## src/rtl/ber_src_history.sv

```systemverilog
// Source-bit history: shift register with the newest bit at index 0 and an
// index-select read port.
module ber_src_history #(
    parameter int unsigned DEPTH = 64
) (
    input  logic                     clk,
    input  logic                     rst,
    input  logic                     i_shift,
    input  logic                     i_bit,
    input  logic [$clog2(DEPTH)-1:0] i_sel,
    output logic                     o_bit
);

    logic [DEPTH-1:0] r_hist;

    always_ff @(posedge clk) begin
        if (rst) begin
            r_hist <= '0;
        end else if (i_shift) begin
            r_hist <= {r_hist[DEPTH-2:0], i_bit};
        end
    end

    // Read sees the history before any shift in the same cycle.
    assign o_bit = r_hist[i_sel];

endmodule

```

## config.mk

```make
export PLATFORM = sky130hd
export DESIGN_NAME = ber_src_history
export DESIGN_NICKNAME = d
export VERILOG_FILES = /design/src/rtl/ber_src_history.sv
export SDC_FILE = /design/constraint.sdc
export NUM_CORES = 1
export LEC_CHECK = 0
export BUFFER_PORTS_ARGS = -buffer_cell sky130_fd_sc_hd__buf_2
export CAP_MARGIN = 15
export CORE_ASPECT_RATIO = 1.1
export CORE_UTILIZATION = 60
export CTS_BUF_LIST = sky130_fd_sc_hd__clkbuf_4 sky130_fd_sc_hd__clkbuf_8 sky130_fd_sc_hd__clkbuf_16
export DETAILED_ROUTE_END_ITERATION = 7
export PLACE_DENSITY = 0.89
export SETUP_SLACK_MARGIN = 0.1
export SYNTH_ARGS = -nofsm -noshare
export SYNTH_HDL_FRONTEND = slang
export SYNTH_SLANG_ARGS = --single-unit
```

## constraint.sdc

```tcl
create_clock -name clk -period 2.41 [get_ports clk]
set_input_delay 0.3615 -clock clk [delete_from_list [all_inputs] [get_ports clk]]
set_output_delay 0.3615 -clock clk [all_outputs]
set_load 0.05 [all_outputs]
```

Word-level counts from Yosys, hierarchy flattened:

Cells that the tools add are included.

* input port bits: 10
* logic and storage cells: 4
* output and inout bits: 1
* flip-flop bits (word level): 64

* mux-type cells: 2
* order comparisons: 1

Operators by type and width (count)
* $lt A6 B7 Y1 const B: 1
* $bmux W1 S6: 1
* $mux W1: 1

Logic depth before layout (Yosys ltp):

* depth in word-level cells: 2
* depth in mapped cells: 6
* mapped depth without buffers: 4

Worst setup path before layout:

No wires, ideal clock.

* kind: input port to output port
* start: input port i_sel[1]
* end: output port o_bit
* stages on the path: 5
* slack: 0.080 ns
* arrival time: 1.969 ns
* cell sequence: buf_6 -> mux4_2 -> mux4_2 -> or2_0 -> a32o_1

* cells in the longest elaborated chain, start to end: 2

RTL lines
* start: declaration: line 10 `input logic [$clog2(DEPTH)-1:0] i_sel,`
* $bmux W1 S6: line 25 `assign o_bit = r_hist[i_sel];`
* $mux W1 (not written as such): line 25
* end: declaration: line 11 `output logic o_bit`

No other way between the ends. The select of a mux whose other input is x is not followed.

Worst setup path in the final report:

* start: register r_hist[6]
* end: output port o_bit

* cells in the longest elaborated chain, start to end: 2

RTL lines
* start: declaration: line 14 `logic [DEPTH-1:0] r_hist;`
* start signal: assignment: line 20 `r_hist <= {r_hist[DEPTH-2:0], i_bit};`
* $bmux W1 S6: line 25
* $mux W1 (not written as such): line 25

No other way between the ends. The select of a mux whose other input is x is not followed.

==> flow_summary.yaml <==
die:
  fp.dieH_um: 73.3
  dieArea_um2: 4900
  core_area_um2: 4380
  die_w_um: 66.8
  io_pins: 11
  start_util: 0.633
  rows: 25
hold_path:
  min_path_type: "input pin to register"
  hold_path_depth: 3
logic_synthesis:
  yosysWarningCount: 0
  synth_seq_area_share: 0.462
  syn_inst: 248
  syn-cell-area_um2: 2770
  synth_area_per_cell_um2: 11.2
  syn-num-nets: 258
  ys_ff_latch: 64
  synth_cell_type_count: 21
cells_and_area:
  largest_register_ffs: 64
  n_antenna_cell: 0
  mostFrequentLayoutCells: "66 x nor2_1, 64 x mux2i_1, 58 x dfxtp_1, 14 x clkbuf_8, 13 x mux4_2"
  stdcell_area_um2: 3110
  fin_nets: 267
  final_common_cell: "nor2_1"
  layout-drive-gt1-share: 0.202
  syn_to_final_growth_pct: 12.1
  fill_cells: 319
  reg_top3: "r_hist: 64 flops"
  max_flop_register: "r_hist"
cts:
  postCtsHoldBufs: 0
  clk_pin_slew_ns: 0.07
  clock_latency_ns: 0.34
  cts_sinks: 64
  clockRootBuffer: "clkbuf_8"
  cts_buffers: 9
  htreeDepth: 3
  cts_buffer_depth: 2
  cts_tree: "done"
critical_path:
  reg2reg_depth: 3
  worstPathRequired_ns: 2.05
  start_kind: "register"
  crit_fanout: 3
  arrival_ns: 2.21
  critPathKind: "register to output port"
  cp-end-kind: "output port"
detailed_routing:
  viasPerCell: 5.64
  wl_met1_um: 2310
  top_layer_used: "met4"
  num_vias: 1783
  wl_met2_um: 2370
  drt-initial-drc-count: 195
  wl_met3_um: 176
  post_drt_wl_per_cell_um: 15.7
  drc: 0
  antenna_left: 0
  routed_wl_um: 4960
  drt_pre_antenna_iters: 4
grt:
  grt.overflow.total: 0
  grt_pass1_wl_um: 8180
  grt_util_all_layers: 0.232
  grt_max_degree: 65
  antenna_found_initial: 0
  grt_pass1_vias: 1778
power:
  p_leak_nw: 1.36
  powerDensity_nw_per_um2: 677
  ir_drop_mv: 0.484
timing:
  hold_viol_final: 0
  skew_ns: 0.00773
  hold_slack_ns: 0.288
  finalCriticalPeriod_ns: 2.57
  finalWorstSetupSlack_ns: -0.162
  setup_viol: 1
  tightest_slew_ns: 0.440
  rsz0062_at_grt: "yes"
  final-max-slew-violation-count: 0
  max_freq_ghz: 0.389
  relSlewSlack: 0.707
  period_share: 1.07
placement:
  placed_area_um2: 2900
  pre_cts_ws_ns: -0.167
  place.detailed.hpwl_um: 3220
  place_congestion: 0.829
  io_buffers: 10
flow_run:
  maxCapViolCount: 0
outcome:
  outcome: "finished with violations"
  violations: "setup timing"
## per-stage QoR
| stage | setup TNS, ns | cells | power (W) | util |
|---|---|---|---|---|
| after floorplan | 0 | 248 | 0.00118 | - |
| after global placement | -0.117 | 299 | 0.00121 | 0.661 |
| after detailed placement | -0.167 | 299 | 0.00121 | 0.661 |
| after CTS | -0.170 | 316 | 0.00211 | 0.710 |
| after global routing | -0.198 | 316 | 0.00216 | 0.710 |
| final | -0.162 | 316 | 0.00211 | 0.710 |
## repair_timing
action,in CTS,in global routing
endpoints found under the setup margin,1,1
resized for setup,8,3
hold endpoints to repair,0,0
setup buffers,1,0
## cells by family after synthesis
family | synth area share
compound gates | 0.0167
buf+inv | 0.0289
flops | 0.462
mux | 0.379
simple gates | 0.114
## report_power, final
part / total, W / internal (W) / switching, W
registers: 0.00106 / 0.00106 / 0.00000170
clock network: 0.000914 / 0.000511 / 0.000403
logic: 0.000131 / 0.0000585 / 0.0000729
total: 0.00211 / 0.00163 / 0.000478
## synthesized netlist by cell type (all sizes together)
| cell type | number | area [µm²] |
|---|---|---|
| nand4 | 1 | 6.26 |
| a22oi | 2 | 15.0 |
| nand3b | 1 | 7.51 |
| a21oi | 1 | 5.00 |
| nor2 | 66 | 248 |
| nand3 | 4 | 20.0 |
| dfxtp | 64 | 1280 |
| nand2 | 2 | 7.51 |
| mux2i | 64 | 641 |
| clkbuf | 12 | 45.0 |
| nor2b | 2 | 12.5 |
| mux4 | 17 | 409 |
| buf | 7 | 35.0 |
| a21boi | 1 | 7.51 |
| or2 | 1 | 6.26 |
| and2b | 1 | 7.51 |
| a32o | 1 | 10.0 |
| a41oi | 1 | 8.76 |
## path summary, 6_finish.rpt
| kind | start | endpoint | slack (ns) |
|---|---|---|---|
| max | r_hist[6] | o_bit | -0.16 |
| min | i_bit | r_hist[0] | 0.29 |
| max reg2reg | r_hist[23] | r_hist[24] | 1.65 |
| min reg2reg | r_hist[63] | r_hist[63] | 0.51 |
## worst max-delay path, cell delays in order (launching register included)
cell	delay (ns)
dfxtp_2	0.33
mux4_2	0.47
mux4_2	0.47
or2_0	0.21
a32o_2	0.23
buf_6	0.15
## cell type report
| type | count | area, µm² | share of cell area |
|---|---|---|---|
| sequential | 64 | 1290 | 0.414 |
| tap | 54 | 67.6 | 0.0217 |
| clock buffer | 14 | 193 | 0.0620 |
| timing repair buffer | 17 | 149 | 0.0479 |
| clock inverter | 2 | 10.0 | 0.00322 |
| multi-input combinational | 165 | 1400 | 0.451 |
## layer usage
metal  GRT usage  up-vias
met3      0.0652       11
met5           0        -
met4       0.113        0
li1            -      896
met2       0.369       33
met1       0.289      843
(Power assumes the default switching activity.)
